==> config.mk <==
export PLATFORM = sky130hd
export DESIGN_NAME = axi_rd_arb_flat
export DESIGN_NICKNAME = d
export VERILOG_FILES = /design/src/rtl/axi_rd_pkg.sv /design/src/rtl/axi_rd_arb_if.sv /design/src/rtl/axi_rd_arb_rr_arb.sv /design/src/rtl/axi_rd_arb.sv /design/src/flat_wrapper.sv
export SDC_FILE = /design/constraint.sdc
export NUM_CORES = 1
export LEC_CHECK = 0
export CELL_PAD_IN_SITES_DETAIL_PLACEMENT = 1
export CELL_PAD_IN_SITES_GLOBAL_PLACEMENT = 2
export CORE_MARGIN = 3
export CORE_UTILIZATION = 17
export CTS_CLUSTER_DIAMETER = 60
export CTS_CLUSTER_SIZE = 24
export DETAILED_ROUTE_END_ITERATION = 8
export PLACE_DENSITY = 0.84
export SLEW_MARGIN = 30
export SYNTH_ARGS = -nofsm -noshare
export SYNTH_HDL_FRONTEND = slang
export SYNTH_SLANG_ARGS = --single-unit
==> constraint.sdc <==
create_clock -name clk -period 2.8 [get_ports clk]
set_input_delay 0.28 -clock clk [delete_from_list [all_inputs] [get_ports clk]]
set_output_delay 0.28 -clock clk [all_outputs]
set_load 0.005 [all_outputs]
==> src/rtl/axi_rd_pkg.sv <==
// Shared types and constants for the AXI read arbiter slice.
package axi_rd_pkg;

  typedef enum logic [1:0] {
    ST_IDLE  = 2'd0,
    ST_ISSUE = 2'd1,
    ST_RESP  = 2'd2
  } arb_state_e;

  localparam logic [1:0] AXI_RESP_OKAY  = 2'b00;
  localparam logic [1:0] AXI_BURST_INCR = 2'b01;

  localparam logic [2:0] STR_16  = 3'd0;
  localparam logic [2:0] STR_32  = 3'd1;
  localparam logic [2:0] STR_64  = 3'd2;
  localparam logic [2:0] STR_128 = 3'd3;
  localparam logic [2:0] STR_256 = 3'd4;

  // Index of the final burst; a burst count of 0 means a single burst.
  function automatic logic [7:0] last_burst(input logic [7:0] arnum);
    return (arnum == 8'd0) ? 8'd0 : arnum - 8'd1;
  endfunction

endpackage

==> src/rtl/axi_rd_arb_if.sv <==
// Requester-side and AXI-read-side bus bundle for axi_rd_arb.
interface axi_rd_arb_if #(
  parameter int NUM_REQ      = 2,
  parameter int ARADDR_WIDTH = 10,
  parameter int RDATA_WIDTH  = 64
);
  logic [NUM_REQ-1:0]              req_arvld;
  logic [NUM_REQ*ARADDR_WIDTH-1:0] req_araddr;
  logic [NUM_REQ*8-1:0]            req_arlen;
  logic [NUM_REQ*3-1:0]            req_arsize;
  logic [NUM_REQ*2-1:0]            req_arburst;
  logic [NUM_REQ*3-1:0]            req_arstr;
  logic [NUM_REQ*8-1:0]            req_arnum;
  logic [NUM_REQ-1:0]              req_arrdy;
  logic [NUM_REQ-1:0]              req_rvld;
  logic [RDATA_WIDTH-1:0]          req_rdata;
  logic [1:0]                      req_rresp;
  logic                            req_rlast;
  logic [NUM_REQ-1:0]              req_rrdy;

  logic                    lsu_axi_arvld;
  logic [ARADDR_WIDTH-1:0] lsu_axi_araddr;
  logic [7:0]              lsu_axi_arlen;
  logic [2:0]              lsu_axi_arsize;
  logic [1:0]              lsu_axi_arburst;
  logic [2:0]              lsu_axi_arstr;
  logic [7:0]              lsu_axi_arnum;
  logic [7:0]              lsu_axi_arid;
  logic                    axi_lsu_arrdy;
  logic                    axi_lsu_rvld;
  logic [RDATA_WIDTH-1:0]  axi_lsu_rdata;
  logic [1:0]              axi_lsu_rresp;
  logic                    axi_lsu_rlast;
  logic                    lsu_axi_rrdy;

  modport slave (
    input  req_arvld, req_araddr, req_arlen, req_arsize, req_arburst, req_arstr,
           req_arnum, req_rrdy, axi_lsu_arrdy, axi_lsu_rvld, axi_lsu_rdata,
           axi_lsu_rresp, axi_lsu_rlast,
    output req_arrdy, req_rvld, req_rdata, req_rresp, req_rlast, lsu_axi_arvld,
           lsu_axi_araddr, lsu_axi_arlen, lsu_axi_arsize, lsu_axi_arburst,
           lsu_axi_arstr, lsu_axi_arnum, lsu_axi_arid, lsu_axi_rrdy
  );

  modport master (
    output req_arvld, req_araddr, req_arlen, req_arsize, req_arburst, req_arstr,
           req_arnum, req_rrdy, axi_lsu_arrdy, axi_lsu_rvld, axi_lsu_rdata,
           axi_lsu_rresp, axi_lsu_rlast,
    input  req_arrdy, req_rvld, req_rdata, req_rresp, req_rlast, lsu_axi_arvld,
           lsu_axi_araddr, lsu_axi_arlen, lsu_axi_arsize, lsu_axi_arburst,
           lsu_axi_arstr, lsu_axi_arnum, lsu_axi_arid, lsu_axi_rrdy
  );
endinterface

==> src/rtl/axi_rd_arb_rr_arb.sv <==
// Combinational round-robin pick: first request strictly after ptr, wrapping.
module rr_arb #(
  parameter int NUM_REQ   = 2,
  parameter int REQ_IDX_W = 1
) (
  input  logic [NUM_REQ-1:0]   req,
  input  logic [REQ_IDX_W-1:0] ptr,
  output logic [NUM_REQ-1:0]   gnt,
  output logic [REQ_IDX_W-1:0] idx,
  output logic                 vld
);
  int unsigned          cand;
  logic [REQ_IDX_W-1:0] cidx;

  always_comb begin
    gnt  = '0;
    idx  = '0;
    vld  = 1'b0;
    cand = 0;
    cidx = '0;
    for (int unsigned k = 1; k <= NUM_REQ; k++) begin
      cand = (32'(ptr) + k) % NUM_REQ;
      cidx = REQ_IDX_W'(cand);
      if (!vld && req[cidx]) begin
        vld       = 1'b1;
        gnt[cidx] = 1'b1;
        idx       = cidx;
      end
    end
  end
endmodule

==> src/rtl/axi_rd_arb.sv <==
// Round-robin owner of the single AXI read interface; holds the grant for a
// whole strided load (AR issue plus every response burst).
module axi_rd_arb
  import axi_rd_pkg::*;
#(
  parameter int NUM_REQ      = 2,
  parameter int REQ_IDX_W    = 1,
  parameter int ARADDR_WIDTH = 10,
  parameter int RDATA_WIDTH  = 64
) (
  input  logic               clk,
  input  logic               rst_n,
  axi_rd_arb_if.slave        bus,
  output logic               arb_busy,
  output logic [NUM_REQ-1:0] arb_owner,
  output logic               arb_err
);
  arb_state_e           state;
  logic [REQ_IDX_W-1:0] rr_ptr;
  logic [REQ_IDX_W-1:0] owner_idx;
  logic [REQ_IDX_W-1:0] pick_idx;
  logic [NUM_REQ-1:0]   pick_gnt;
  logic                 pick_vld;
  logic                 in_resp;
  logic                 rrdy;
  logic                 beat;
  logic [7:0]           bcnt;

  rr_arb #(.NUM_REQ(NUM_REQ), .REQ_IDX_W(REQ_IDX_W)) u_rr_arb (
    .req (bus.req_arvld),
    .ptr (rr_ptr),
    .gnt (pick_gnt),
    .idx (pick_idx),
    .vld (pick_vld)
  );

  // Accept pulse is gated by rst_n so requesters see nothing while in reset.
  always_comb begin
    in_resp          = (state == ST_RESP);
    rrdy             = in_resp & bus.req_rrdy[owner_idx];
    beat             = rrdy & bus.axi_lsu_rvld;
    bus.lsu_axi_rrdy = rrdy;
    bus.req_arrdy    = (rst_n && state == ST_IDLE) ? pick_gnt : '0;
    bus.req_rvld     = in_resp ? (arb_owner & {NUM_REQ{bus.axi_lsu_rvld}}) : '0;
    bus.req_rdata    = in_resp ? bus.axi_lsu_rdata : '0;
    bus.req_rresp    = in_resp ? bus.axi_lsu_rresp : '0;
    bus.req_rlast    = in_resp & bus.axi_lsu_rlast;
  end

  assign arb_busy = (state != ST_IDLE);

  always_ff @(posedge clk or negedge rst_n) begin
    if (!rst_n) begin
      state               <= ST_IDLE;
      rr_ptr              <= REQ_IDX_W'(NUM_REQ - 1);
      owner_idx           <= '0;
      arb_owner           <= '0;
      bcnt                <= '0;
      arb_err             <= 1'b0;
      bus.lsu_axi_arvld   <= 1'b0;
      bus.lsu_axi_araddr  <= '0;
      bus.lsu_axi_arlen   <= '0;
      bus.lsu_axi_arsize  <= '0;
      bus.lsu_axi_arburst <= '0;
      bus.lsu_axi_arstr   <= '0;
      bus.lsu_axi_arnum   <= '0;
      bus.lsu_axi_arid    <= '0;
    end else begin
      if (beat && bus.axi_lsu_rresp != AXI_RESP_OKAY) begin
        arb_err <= 1'b1;
      end
      case (state)
        ST_IDLE: begin
          if (pick_vld) begin
            bus.lsu_axi_arvld   <= 1'b1;
            bus.lsu_axi_araddr  <= bus.req_araddr[pick_idx*ARADDR_WIDTH +: ARADDR_WIDTH];
            bus.lsu_axi_arlen   <= bus.req_arlen[pick_idx*8 +: 8];
            bus.lsu_axi_arsize  <= bus.req_arsize[pick_idx*3 +: 3];
            bus.lsu_axi_arburst <= bus.req_arburst[pick_idx*2 +: 2];
            bus.lsu_axi_arstr   <= bus.req_arstr[pick_idx*3 +: 3];
            bus.lsu_axi_arnum   <= bus.req_arnum[pick_idx*8 +: 8];
            bus.lsu_axi_arid    <= 8'(pick_idx);
            rr_ptr              <= pick_idx;
            owner_idx           <= pick_idx;
            arb_owner           <= pick_gnt;
            bcnt                <= '0;
            state               <= ST_ISSUE;
          end
        end
        ST_ISSUE: begin
          if (bus.axi_lsu_arrdy) begin
            bus.lsu_axi_arvld <= 1'b0;
            state             <= ST_RESP;
          end
        end
        ST_RESP: begin
          if (beat && bus.axi_lsu_rlast) begin
            bcnt <= bcnt + 8'd1;
            if (bcnt == last_burst(bus.lsu_axi_arnum)) begin
              arb_owner <= '0;
              state     <= ST_IDLE;
            end
          end
        end
        default: state <= ST_IDLE;
      endcase
    end
  end
endmodule
==> src/flat_wrapper.sv <==
// flat-port wrapper written by rule: the top's interface ports become plain ports
module axi_rd_arb_flat import axi_rd_pkg::*;
#(
  parameter int NUM_REQ      = 2,
  parameter int REQ_IDX_W    = 1,
  parameter int ARADDR_WIDTH = 10,
  parameter int RDATA_WIDTH  = 64
)
  (clk, rst_n, arb_busy, arb_owner, arb_err, bus_req_arvld, bus_req_araddr, bus_req_arlen, bus_req_arsize, bus_req_arburst, bus_req_arstr, bus_req_arnum, bus_req_rrdy, bus_axi_lsu_arrdy, bus_axi_lsu_rvld, bus_axi_lsu_rdata, bus_axi_lsu_rresp, bus_axi_lsu_rlast, bus_req_arrdy, bus_req_rvld, bus_req_rdata, bus_req_rresp, bus_req_rlast, bus_lsu_axi_arvld, bus_lsu_axi_araddr, bus_lsu_axi_arlen, bus_lsu_axi_arsize, bus_lsu_axi_arburst, bus_lsu_axi_arstr, bus_lsu_axi_arnum, bus_lsu_axi_arid, bus_lsu_axi_rrdy);
  axi_rd_arb_if #(.NUM_REQ(NUM_REQ), .ARADDR_WIDTH(ARADDR_WIDTH), .RDATA_WIDTH(RDATA_WIDTH)) bus_i ();
  input  logic clk;
  input  logic rst_n;
  output logic arb_busy;
  output logic [NUM_REQ-1:0] arb_owner;
  output logic arb_err;
  input wire logic [$bits(bus_i.req_arvld)-1:0] bus_req_arvld;
  input wire logic [$bits(bus_i.req_araddr)-1:0] bus_req_araddr;
  input wire logic [$bits(bus_i.req_arlen)-1:0] bus_req_arlen;
  input wire logic [$bits(bus_i.req_arsize)-1:0] bus_req_arsize;
  input wire logic [$bits(bus_i.req_arburst)-1:0] bus_req_arburst;
  input wire logic [$bits(bus_i.req_arstr)-1:0] bus_req_arstr;
  input wire logic [$bits(bus_i.req_arnum)-1:0] bus_req_arnum;
  input wire logic [$bits(bus_i.req_rrdy)-1:0] bus_req_rrdy;
  input wire logic [$bits(bus_i.axi_lsu_arrdy)-1:0] bus_axi_lsu_arrdy;
  input wire logic [$bits(bus_i.axi_lsu_rvld)-1:0] bus_axi_lsu_rvld;
  input wire logic [$bits(bus_i.axi_lsu_rdata)-1:0] bus_axi_lsu_rdata;
  input wire logic [$bits(bus_i.axi_lsu_rresp)-1:0] bus_axi_lsu_rresp;
  input wire logic [$bits(bus_i.axi_lsu_rlast)-1:0] bus_axi_lsu_rlast;
  output wire logic [$bits(bus_i.req_arrdy)-1:0] bus_req_arrdy;
  output wire logic [$bits(bus_i.req_rvld)-1:0] bus_req_rvld;
  output wire logic [$bits(bus_i.req_rdata)-1:0] bus_req_rdata;
  output wire logic [$bits(bus_i.req_rresp)-1:0] bus_req_rresp;
  output wire logic [$bits(bus_i.req_rlast)-1:0] bus_req_rlast;
  output wire logic [$bits(bus_i.lsu_axi_arvld)-1:0] bus_lsu_axi_arvld;
  output wire logic [$bits(bus_i.lsu_axi_araddr)-1:0] bus_lsu_axi_araddr;
  output wire logic [$bits(bus_i.lsu_axi_arlen)-1:0] bus_lsu_axi_arlen;
  output wire logic [$bits(bus_i.lsu_axi_arsize)-1:0] bus_lsu_axi_arsize;
  output wire logic [$bits(bus_i.lsu_axi_arburst)-1:0] bus_lsu_axi_arburst;
  output wire logic [$bits(bus_i.lsu_axi_arstr)-1:0] bus_lsu_axi_arstr;
  output wire logic [$bits(bus_i.lsu_axi_arnum)-1:0] bus_lsu_axi_arnum;
  output wire logic [$bits(bus_i.lsu_axi_arid)-1:0] bus_lsu_axi_arid;
  output wire logic [$bits(bus_i.lsu_axi_rrdy)-1:0] bus_lsu_axi_rrdy;
  assign bus_i.req_arvld = bus_req_arvld;
  assign bus_i.req_araddr = bus_req_araddr;
  assign bus_i.req_arlen = bus_req_arlen;
  assign bus_i.req_arsize = bus_req_arsize;
  assign bus_i.req_arburst = bus_req_arburst;
  assign bus_i.req_arstr = bus_req_arstr;
  assign bus_i.req_arnum = bus_req_arnum;
  assign bus_i.req_rrdy = bus_req_rrdy;
  assign bus_i.axi_lsu_arrdy = bus_axi_lsu_arrdy;
  assign bus_i.axi_lsu_rvld = bus_axi_lsu_rvld;
  assign bus_i.axi_lsu_rdata = bus_axi_lsu_rdata;
  assign bus_i.axi_lsu_rresp = bus_axi_lsu_rresp;
  assign bus_i.axi_lsu_rlast = bus_axi_lsu_rlast;
  assign bus_req_arrdy = bus_i.req_arrdy;
  assign bus_req_rvld = bus_i.req_rvld;
  assign bus_req_rdata = bus_i.req_rdata;
  assign bus_req_rresp = bus_i.req_rresp;
  assign bus_req_rlast = bus_i.req_rlast;
  assign bus_lsu_axi_arvld = bus_i.lsu_axi_arvld;
  assign bus_lsu_axi_araddr = bus_i.lsu_axi_araddr;
  assign bus_lsu_axi_arlen = bus_i.lsu_axi_arlen;
  assign bus_lsu_axi_arsize = bus_i.lsu_axi_arsize;
  assign bus_lsu_axi_arburst = bus_i.lsu_axi_arburst;
  assign bus_lsu_axi_arstr = bus_i.lsu_axi_arstr;
  assign bus_lsu_axi_arnum = bus_i.lsu_axi_arnum;
  assign bus_lsu_axi_arid = bus_i.lsu_axi_arid;
  assign bus_lsu_axi_rrdy = bus_i.lsu_axi_rrdy;
  axi_rd_arb #(.NUM_REQ(NUM_REQ), .REQ_IDX_W(REQ_IDX_W), .ARADDR_WIDTH(ARADDR_WIDTH), .RDATA_WIDTH(RDATA_WIDTH)) u_core (.clk(clk), .rst_n(rst_n), .bus(bus_i), .arb_busy(arb_busy), .arb_owner(arb_owner), .arb_err(arb_err));
endmodule
==> out/summary.txt, run 1 <==
Async S/R FF share, synth = 1.00
Total Routing Usage GR = 0.129
DR pass1 iterations = 4
Routability congestion estimate = 0.867
Tcrit/Tclk final = 0.884
Global-route wire length before repair = 21.0 mm
Worst path arrival time = 2.62 ns
Synth Warn # = 0
Layout area overhead = 92.6%
CTS root buffer = clkbuf_16
Initial antenna violation count = 2
EDFF count, synth = 0
Worst path required time = 2.95 ns
Slew at the pin closest to its max-slew limit = 0.605 ns
CTS buffer count = 5
Setup TNS Final = 0 ns
Mapped Cells = 358
DRT Wirelength = 13.6 mm
Critical path class = reg -> reg
Share of layout cells above drive strength 1 = 0.0432
Register area share after synthesis = 0.393
Clk_lat worst skew = 0.29 ns
Type of the most critical hold path = in -> async
Largest family of logic cells by synthesized area = simple AND/OR/NAND/NOR gates
Slew HR = 0.596
Antenna viol nets, final = 0
Clock sink count = 50
Post-synthesis mux area share = 0.117
Max-slew violations = 0
Number of core rows = 49
CTS tree = done
Grt met1 use = 0.146
Die width = 143 um
Synth Register Bits = 50
Cells after DPL = 822
PwrDens = 757 mW/mm2
DRC = 0
Fill count = 2054
RSZ-0062 raised after global routing = no
Leak pwr = 0.00251 uW
I/O Pins = 262
XOR/XNOR Fraction of Synth Area = 0.0275
Port bufs = 254
Number of max-cap violations = 0
Peak Freq = 404 MHz
Final Core Density = 0.337
Post-layout minimum cycle time = 2.47 ns
Synth unique cells = 47
Vias in the first global route = 3790
Layout Nets = 746
Hpwl dp = 11.5 mm
Worst clock skew = 0.00374 ns
Worst Setup End Kind = flop
Iter 0 DRT Violations = 44
Vias = 3452
Compound-Gate Fraction of Synth Area = 0.135
Met3 Track Usage GR = 0.0261
Die Y-Extent = 143 um
Worst vdd ir = 306 uV
CP Launch Type = flop
Core area = 0.0182 mm2
Status = completed
Met2 usage = 0.246
Maximum clock insertion buffer count = 2
Crit path max fanout = 8
Post-Synth Simple-Gate Area = 0.267
Wire per inst = 16.3 um
Post-CTS Setup Repair Bufs = 0
Area of the die = 0.0204 mm2
Clock transition at the registers of the reported paths = 0.07 ns
H-tree Lvls = 2
Vias/cell = 4.14
Synth Area in Adders = 0.00785
Largest net degree at the start of global routing = 61
Busiest grt layer = met2
Synthesized area = 0.00319 mm2
Final hold violations = 0
Initial Util = 0.175
Non-Filler Instances = 833
Main synth FF type = dfrtp_1
Final setup fails = 0
Avg Cell Area, Syn = 8.91 um2
Grt ovf = 0
[metal layers]
layer	share of wire	vias up
li1	-	1685
met1	0.39	1651
met2	0.55	106
met3	0.051	10
met4	0.013	0
met5	0	-
[stage by stage]
stage | hold WS, ns | setup slack [ns] | power [uW] | cell area [um2]
after global placement | 0.211 | 0.288 | 4000 | 5970
after CTS | 0.456 | 0.142 | 4740 | 6130
after floorplan | -0.0156 | 0.544 | 2460 | 3210
after detailed placement | 0.207 | 0.170 | 4100 | 5970
after global routing | 0.473 | 0.120 | 5050 | 6140
final | 0.441 | 0.326 | 4650 | 6140
[logic make-up (layout without fill, tap and decap cells)]
group           count (synthesis)  count (layout)
fa+ha+maj                       2               2
flops                          50              50
xor+xnor                       10              10
simple gates                  153             153
buf+inv                        36             274
compound gates                 69              69
mux                            37              37
other cells                     1               9
[cells in the mapped netlist (4+ instances only)]
| library cell | n | area, um2 |
|---|---|---|
| mux2i_1 | 36 | 360 |
| nor2_1 | 13 | 48.8 |
| a21oi_1 | 7 | 35.0 |
| o21ai_0 | 36 | 180 |
| buf_4 | 8 | 60.1 |
| nand2_1 | 44 | 165 |
| nand3_1 | 4 | 20.0 |
| inv_1 | 5 | 18.8 |
| clkbuf_1 | 18 | 67.6 |
| and2_1 | 67 | 419 |
| and3_1 | 5 | 31.3 |
| nor2b_1 | 4 | 25.0 |
| xor2_1 | 7 | 61.3 |
| dfrtp_1 | 49 | 1230 |
[cells in the final DEF, fill, tap and decap left out, types with 3 or more instances in the layout]
master	netlist	final
a211oi_1	3	3
a21oi_1	7	6
a22o_1	3	3
a22oi_1	3	3
and2_1	67	67
and3_1	5	5
buf_4	8	5
clkbuf_16	0	5
clkdlybuf4s50_1	0	253
conb_1	1	7
dfrtp_1	49	49
inv_1	5	5
mux2i_1	36	36
nand2_1	44	44
nand3_1	4	4
nor2_1	13	13
nor2b_1	4	3
o21ai_0	36	36
or3_1	3	3
xnor2_1	3	3
xor2_1	7	7
[path summary, 6_finish.rpt]
check / from / end / slack, ns / depth (start not counted)
max in group asynchronous: rst_n / u_core.rr_ptr$_DFFE_PN1P_ / 1.52 / 3
hold / removal: rst_n / u_core.state[0]$_DFFE_PN0P_ / 0.44 / 2
min in group clk: u_core.bus.lsu_axi_arsize[2]$_DFFE_PN0P_ / u_core.bus.lsu_axi_arsize[2]$_DFFE_PN0P_ / 0.48 / 2
setup reg to reg: u_core.bus.lsu_axi_arnum[0]$_DFFE_PN0P_ / u_core.state[1]$_DFFE_PN0P_ / 0.33 / 8
setup / recovery: u_core.bus.lsu_axi_arnum[0]$_DFFE_PN0P_ / u_core.state[1]$_DFFE_PN0P_ / 0.33 / 8
hold reg to reg: u_core.bus.lsu_axi_arsize[2]$_DFFE_PN0P_ / u_core.bus.lsu_axi_arsize[2]$_DFFE_PN0P_ / 0.48 / 2
[final cells by class]
class	instances	area (um2)	area share
tap	229	287	0.0466
clock inverter	1	5.00	0.000815
timing repair buffer	261	2610	0.424
inverter	5	18.8	0.00306
multi-input combinational	278	1830	0.297
antenna	2	5.00	0.000815
sequential	50	1250	0.204
clock buffer	7	143	0.0232
[critical path, stage by stage, from the launching register on]
cell and delay, ns:
dfrtp_1 0.46, inv_1 0.09, ha_1 0.23, or3b_1 0.42, or3_1 0.39, nand3_1 0.11, nand4_2 0.13, nor4_4 0.36
a22oi_1 0.14
[registers in the layout (all words and copies together), names as in the netlist]
| signal | flops |
|---|---|
| u_core.arb_err | 1 |
| u_core.bus.lsu_axi_arburst | 2 |
| u_core.state | 2 |
| u_core.owner_idx | 1 |
| u_core.bus.lsu_axi_arvld | 1 |
| u_core.bcnt | 8 |
| u_core.bus.lsu_axi_arstr | 3 |
| u_core.bus.lsu_axi_arsize | 3 |
| u_core.bus.lsu_axi_arlen | 8 |
| u_core.arb_owner | 2 |
| u_core.bus.lsu_axi_arnum | 8 |
| u_core.bus.lsu_axi_araddr | 10 |
| u_core.rr_ptr | 1 |
[repair_timing]
| action | 4_1_cts | 5_1_grt |
|---|---|---|
| endpoints found under the setup margin | 0 | 3 |
| hold endpoints to repair | 10 | 0 |
| gates resized for setup | 0 | 1 |
| hold buffers | 1 | 0 |
[power breakdown]
part           switching [uW]  internal, uW
clock                     258           355
sequential                279          1020
combinational            1170          1560
total                    1710          2940
Note: power is estimated with default switching activity, not from simulation.
==> run 2: changes to the inputs <==
GPL_TIMING_DRIVEN = 1   (was unset)
==> results of run 2 <==
Final layout, timing and power as in run 1 (identical DEF).
